===== config.mk =====
export PLATFORM = sky130hd
export DESIGN_NAME = alu_seq_core
export DESIGN_NICKNAME = d
export VERILOG_FILES = /design/src/rtl/alu_pkg.sv /design/src/rtl/alu_seq_mul.sv /design/src/rtl/alu_seq_core.sv
export SDC_FILE = /design/constraint.sdc
export NUM_CORES = 1
export LEC_CHECK = 0
export ABC_AREA = 1
export CAP_MARGIN = 25
export CORE_AREA = 2 2 145 147
export CTS_CLUSTER_DIAMETER = 200
export DETAILED_ROUTE_END_ITERATION = 7
export DIE_AREA = 0 0 147 149
export HOLD_SLACK_MARGIN = 0.03
export SYNTH_ARGS = -nofsm -noshare
export SYNTH_HDL_FRONTEND = slang
export SYNTH_HIERARCHICAL = 1
export SYNTH_SLANG_ARGS = --single-unit

===== constraint.sdc =====
create_clock -name clk -period 2.9 [get_ports clk]
set_input_delay 0.58 -clock clk [delete_from_list [all_inputs] [get_ports clk]]
set_output_delay 0.58 -clock clk [all_outputs]
set_load 0.05 [all_outputs]

===== src/rtl/alu_pkg.sv =====
// alu_pkg: shared definitions for the sequential ALU core.
//   state_t          - controller state encoding (exported on curr_state/next_state)
//   OP_*             - bit positions inside the one-hot out_sel vector
//   SEL_*            - bit positions inside the one-hot in_sel vector
//   is_onehot7()     - legality test for out_sel
package alu_pkg;

  typedef enum logic [1:0] {
    ST_OFF   = 2'b00,
    ST_READY = 2'b01,
    ST_BUSY  = 2'b10,
    ST_DONE  = 2'b11
  } state_t;

  localparam int unsigned OP_ADD = 6;
  localparam int unsigned OP_SUB = 5;
  localparam int unsigned OP_MUL = 4;
  localparam int unsigned OP_AND = 3;
  localparam int unsigned OP_OR  = 2;
  localparam int unsigned OP_XOR = 1;
  localparam int unsigned OP_NOT = 0;

  localparam int unsigned SEL_PERSIST = 2;
  localparam int unsigned SEL_LOAD    = 1;
  localparam int unsigned SEL_RESET   = 0;

  function automatic logic is_onehot7(input logic [6:0] v);
    return (v != '0) && ((v & (v - 7'd1)) == '0);
  endfunction

endpackage


===== src/rtl/alu_seq_mul.sv =====
// alu_seq_mul: shift-add multiplier, one multiplier bit per cycle.
//   clk, rst  - clock, asynchronous active-low reset
//   go        - snapshot a/b and start a multiply
//   abort     - cancel any multiply in flight (takes priority over go)
//   a, b      - WIDTH-bit unsigned operands
//   done      - one-cycle pulse; product is final while done is high
//   product   - full 2*WIDTH-bit product
module alu_seq_mul #(
  parameter int unsigned WIDTH = 8
) (
  input  logic               clk,
  input  logic               rst,
  input  logic               go,
  input  logic               abort,
  input  logic [WIDTH-1:0]   a,
  input  logic [WIDTH-1:0]   b,
  output logic               done,
  output logic [2*WIDTH-1:0] product
);

  localparam int unsigned CW = $clog2(WIDTH);

  logic [2*WIDTH-1:0] acc;
  logic [2*WIDTH-1:0] mcand;
  logic [WIDTH-1:0]   mplier;
  logic [CW-1:0]      cnt;

  // The partial product for b[0] is folded into the go cycle, so done
  // rises after WIDTH-1 further steps and the product is ready to be
  // captured on the WIDTH-th edge after go.
  always_ff @(posedge clk or negedge rst) begin
    if (!rst) begin
      acc    <= '0;
      mcand  <= '0;
      mplier <= '0;
      cnt    <= '0;
      done   <= 1'b0;
    end else if (abort) begin
      cnt  <= '0;
      done <= 1'b0;
    end else if (go) begin
      acc    <= b[0] ? {{WIDTH{1'b0}}, a} : '0;
      mcand  <= {{(WIDTH-1){1'b0}}, a, 1'b0};
      mplier <= b >> 1;
      cnt    <= CW'(WIDTH-1);
      done   <= 1'b0;
    end else if (cnt != '0) begin
      if (mplier[0]) acc <= acc + mcand;
      mcand  <= mcand << 1;
      mplier <= mplier >> 1;
      cnt    <= cnt - CW'(1);
      done   <= (cnt == CW'(1));
    end else begin
      done <= 1'b0;
    end
  end

  assign product = acc;

endmodule


===== src/rtl/alu_seq_core.sv =====
// alu_seq_core: sequential ALU with registered operands, 4-state controller,
// registered result/flags and a multi-cycle multiplier.
//   clk, rst          - clock, asynchronous active-low reset
//   on                - enable; low forces OFF and aborts a multiply
//   in_sel[2:0]       - operand select: persist / load / reset (reset wins)
//   num1, num2        - operand A/B sources
//   out_sel[6:0]      - one-hot op: ADD SUB MUL AND OR XOR NOT(A)
//   start             - execute request, honoured only in READY
//   out, out_hi       - result (out_hi is the MUL high half, else 0)
//   carry, ovf, zero  - status flags of the last completed op
//   err               - last op had an illegal out_sel
//   valid, busy       - high in DONE / BUSY respectively
//   curr_state        - registered state; next_state - combinational next
module alu_seq_core import alu_pkg::*; #(
  parameter int unsigned WIDTH = 8
) (
  input  logic             clk,
  input  logic             rst,
  input  logic             on,
  input  logic [2:0]       in_sel,
  input  logic [WIDTH-1:0] num1,
  input  logic [WIDTH-1:0] num2,
  input  logic [6:0]       out_sel,
  input  logic             start,
  output logic [WIDTH-1:0] out,
  output logic [WIDTH-1:0] out_hi,
  output logic             carry,
  output logic             ovf,
  output logic             zero,
  output logic             err,
  output logic             valid,
  output logic             busy,
  output logic [1:0]       curr_state,
  output logic [1:0]       next_state
);

  state_t             state, state_nx;
  logic [WIDTH-1:0]   a_q, b_q;
  logic [WIDTH:0]     sum;
  logic [WIDTH-1:0]   diff;
  logic               op_legal, is_mul, launch, mul_go, mul_done;
  logic [2*WIDTH-1:0] mul_prod;
  logic [WIDTH-1:0]   res;
  logic               res_c, res_v, res_z, res_e;

  assign op_legal = is_onehot7(out_sel);
  assign is_mul   = op_legal && out_sel[OP_MUL];
  assign launch   = on && (state == ST_READY) && start;
  assign mul_go   = launch && is_mul;

  assign sum  = {1'b0, a_q} + {1'b0, b_q};
  assign diff = a_q - b_q;

  alu_seq_mul #(.WIDTH(WIDTH)) u_mul (
    .clk     (clk),
    .rst     (rst),
    .go      (mul_go),
    .abort   (!on),
    .a       (a_q),
    .b       (b_q),
    .done    (mul_done),
    .product (mul_prod)
  );

  // Single-cycle ops; MUL is produced by u_mul instead.
  always_comb begin
    res   = '0;
    res_c = 1'b0;
    res_v = 1'b0;
    res_e = 1'b0;
    if (!op_legal) begin
      res_e = 1'b1;
    end else if (out_sel[OP_ADD]) begin
      res   = sum[WIDTH-1:0];
      res_c = sum[WIDTH];
      res_v = (a_q[WIDTH-1] == b_q[WIDTH-1]) && (sum[WIDTH-1] != a_q[WIDTH-1]);
    end else if (out_sel[OP_SUB]) begin
      res   = diff;
      res_c = (a_q < b_q);
      res_v = (a_q[WIDTH-1] != b_q[WIDTH-1]) && (diff[WIDTH-1] != a_q[WIDTH-1]);
    end else if (out_sel[OP_AND]) begin
      res = a_q & b_q;
    end else if (out_sel[OP_OR]) begin
      res = a_q | b_q;
    end else if (out_sel[OP_XOR]) begin
      res = a_q ^ b_q;
    end else if (out_sel[OP_NOT]) begin
      res = ~a_q;
    end
    res_z = op_legal && (res == '0);
  end

  always_comb begin
    state_nx = state;
    if (!on) begin
      state_nx = ST_OFF;
    end else begin
      unique case (state)
        ST_OFF:   state_nx = ST_READY;
        ST_READY: if (start) state_nx = is_mul ? ST_BUSY : ST_DONE;
        ST_BUSY:  if (mul_done) state_nx = ST_DONE;
        ST_DONE:  state_nx = ST_READY;
        default:  state_nx = ST_OFF;
      endcase
    end
  end

  always_ff @(posedge clk or negedge rst) begin
    if (!rst) begin
      state  <= ST_OFF;
      a_q    <= '0;
      b_q    <= '0;
      out    <= '0;
      out_hi <= '0;
      carry  <= 1'b0;
      ovf    <= 1'b0;
      zero   <= 1'b0;
      err    <= 1'b0;
      valid  <= 1'b0;
      busy   <= 1'b0;
    end else begin
      state <= state_nx;
      valid <= (state_nx == ST_DONE);
      busy  <= (state_nx == ST_BUSY);

      if (state != ST_BUSY) begin
        if (in_sel[SEL_RESET]) begin
          a_q <= '0;
          b_q <= '0;
        end else if (in_sel[SEL_LOAD]) begin
          a_q <= num1;
          b_q <= num2;
        end else if (in_sel[SEL_PERSIST]) begin
          a_q <= a_q;
          b_q <= b_q;
        end
      end

      if (launch && !is_mul) begin
        out    <= res;
        out_hi <= '0;
        carry  <= res_c;
        ovf    <= res_v;
        zero   <= res_z;
        err    <= res_e;
      end else if (on && (state == ST_BUSY) && mul_done) begin
        out    <= mul_prod[WIDTH-1:0];
        out_hi <= mul_prod[2*WIDTH-1:WIDTH];
        carry  <= 1'b0;
        ovf    <= (mul_prod[2*WIDTH-1:WIDTH] != '0);
        zero   <= (mul_prod == '0);
        err    <= 1'b0;
      end
    end
  end

  assign curr_state = state;
  assign next_state = state_nx;

endmodule

==> results.yml <==
worst_setup_path:
  cp.depth: 14
  crit_top_cell: "nor2_2"
  cp.required_ns: 2.32
  r2r_slack_ns: 0.51
  crit_slowest_cell: "dlygate4sd2_1"
  worst_setup_path_end_kind: "primary output"
  ff2ff_path_depth: 11
  path_buf_inv: 4
  cp_max_fo: 18
  reg2reg_to: "zero"
  r2r-start: "a_q[3]"
  critPathMaxStageDelay_ns: 0.26
  worstPathArrival_ns: 2.20
  startpoint_type: "input pin"
  critPathKind: "in -> out"
  cp_top_family: "simple AND/OR/NAND/NOR gates"
  path_cells: "dlygate4sd2_1 -> buf_12 -> nor2_4 -> nand3_2 -> nor2_2 -> nor2_2 -> nand2_2 -> inv_4 -> nand2_4 -> nand2_1 -> o211ai_1 -> o31ai_2 -> nor2_2 -> buf_12"
global_routing:
  grtUsageMet3: 0.0275
  grt_max_degree: 83
  grt.busiest_layer: "met2"
  track_usage: 0.155
  grt_pass1_wl_mm: 27.3
  gr-total-overflow: 0
  antenna_found_initial: 0
  grt.met2_usage: 0.246
  gr-usage-met1: 0.217
  grt_pass1_vias: 5513
yosys:
  synth_cell_type_count: 41
  syn_inst: 856
  synth_area_leaders: "dfrtp_1 34%, nand2_1 16%, ha_1 9.4%, inv_1 7.8%, nand3_1 6.5%"
  synth_top_area_frac: 0.344
  syn_area_per_cell_um2: 6.97
  yosysTopAreaCell: "dfrtp_1"
  yosysSeqAreaShare: 0.344
  synth_flop_cell: "dfrtp_1"
  yosysMostFrequentCell: "nand2_1"
  yosysWarnings: 6
  synth.top_cells.by_count: "248 x nand2_1, 124 x inv_1, 82 x dfrtp_1"
  syn_nets: 934
  synthArstFlopShare: 1.00
  syn_area_mm2: 0.00597
  ys_ff_latch: 82
  synth-edff-count: 0
clocking:
  clk_path_buf_depth: 2
  clk_pin_slew_ns: 0.06
  numCtsBuffers: 9
  root_buffer: "clkbuf_16"
  cts_hold_buf: 0
  htreeDepth: 3
  cts.sinks: 82
  clock_latency_ns: 0.35
  cts_tree: "done"
placed_design:
  place_inst: 1193
  placed_area_mm2: 0.00701
  post-place-ws_ns: -0.110
  portBuffers: 54
  dp_hpwl_mm: 12.5
  gp_congestion: 0.876
drt:
  vias_per_cell: 4.69
  drc_errors: 0
  routedWlPerCell_um: 13.3
  route.antenna.remaining_nets: 0
  firstDrtPassIters: 5
  wl_mm: 16.1
  first_iter_violations: 344
  vias: 5686
pwr:
  p_leak_uw: 0.00369
  peakVddDrop_v: 0.000577
  p_per_area_mw_per_mm2: 799
sta:
  skew_ns: 0.00768
  layout_setup_ws_ns: 0.119
  fmax_mhz: 360
  hold_slack_ns: 0.253
  hold_violations: 0
  finalSetupTns_ns: 0
  finalSetupViolCount: 0
  maxSlewViolCount: 0
  maxSlewHeadroom: 0.655
  fin_crit_ns: 2.78
  final.period_utilization: 0.959
  worst_slew_pin_slew_ns: 0.516
floorplan:
  core_area_mm2: 0.0206
  die_h_um: 149
  die_area_mm2: 0.0219
  io_pins: 56
  fp-row-count: 53
  initial_core_util: 0.290
  die_w_um: 147
status:
  status: "finished, final reports clean"
worst_hold_path:
  hold_path_class: "in -> async"
final_layout:
  fin_cells: 1212
  areaGrowthSynthToFinish_pct: 23.2
  drive_gt1_frac: 0.0918
  stdcell_area_mm2: 0.00735
  nets: 1010
  antenna_cells: 0
run:
  maxCapViolCount: 0
-- registers in the layout (all words and copies together) (netlist names) --
| signal | count |
|---|---|
| valid | 1 |
| a_q | 8 |
| curr_state | 2 |
| u_mul/mcand | 15 |
| u_mul/cnt | 3 |
| b_q | 8 |
| out | 8 |
| carry | 1 |
| err | 1 |
| ovf | 1 |
| out_hi | 8 |
| u_mul/product | 16 |
| zero | 1 |
| busy | 1 |
| u_mul/done | 1 |
| u_mul/mplier | 7 |
-- cell type report --
cell class	count	area, um^2
clock buffers	9	225
multi-input cells	617	3290
clock inverters	7	58.8
well taps	275	344
fillers	2225	13200
repair buffers	91	883
inverters	131	497
flip-flops and latches	82	2050
-- power breakdown --
part	switching (uW)	total [uW]	internal (uW)
registers	324	1780	1460
clock network	531	1130	596
logic	1830	2960	1130
total	2690	5870	3180
-- worst max-delay path by stage --
stage,startpoint,to,slack (ns)
after floorplan,curr_state[1],next_state[1],0.02
after global placement,out_sel[1],next_state[0],-0.11
after detailed placement,out_sel[1],next_state[0],-0.11
after CTS,out_sel[2],next_state[0],0.01
after global routing,out_sel[1],next_state[0],-0.02
final,out_sel[1],next_state[0],0.12
-- cell families after synthesis --
logic type | Yosys count | synth area share
AOI/OAI and AO/OA | 139 | 0.131
DFF | 82 | 0.344
and+or+nand+nor | 427 | 0.309
buffers and inverters | 157 | 0.108
adders and majority gates | 48 | 0.104
xor gates and xnor gates | 3 | 0.00441
-- metrics by stage --
stage | total power [uW] | util
after global placement | 4660 | 0.341
after floorplan | 3750 | -
after CTS | 5890 | 0.356
after detailed placement | 4700 | 0.341
after global routing | 6340 | 0.357
final | 5870 | 0.357
-- what timing repair did --
action	in CTS	in global routing
hold endpoints to repair	0	0
setup endpoints to repair	1	1
pin swaps	1	3
resized for setup	4	8
setup buffers	1	2
-- placed cells by master, fill, tap and decap left out, drive strengths merged, types with 11 or more instances in the layout --
cell / synthesis / layout
nand2: 255 / 255
inv: 130 / 135
dfrtp: 82 / 82
nand3: 78 / 78
o21ai: 75 / 75
nor2: 58 / 58
ha: 45 / 45
clkdlybuf4s50: 0 / 44
buf: 16 / 40
a21oi: 33 / 33
nor3: 11 / 11
-- metal layers --
metal | wire (um) | up-vias
met1 | 7940 | 2623
met2 | 7120 | 125
li1 | - | 2918
met5 | 0 | -
met4 | 262 | 0
met3 | 777 | 20
Note: power is estimated with default switching activity, not from simulation.
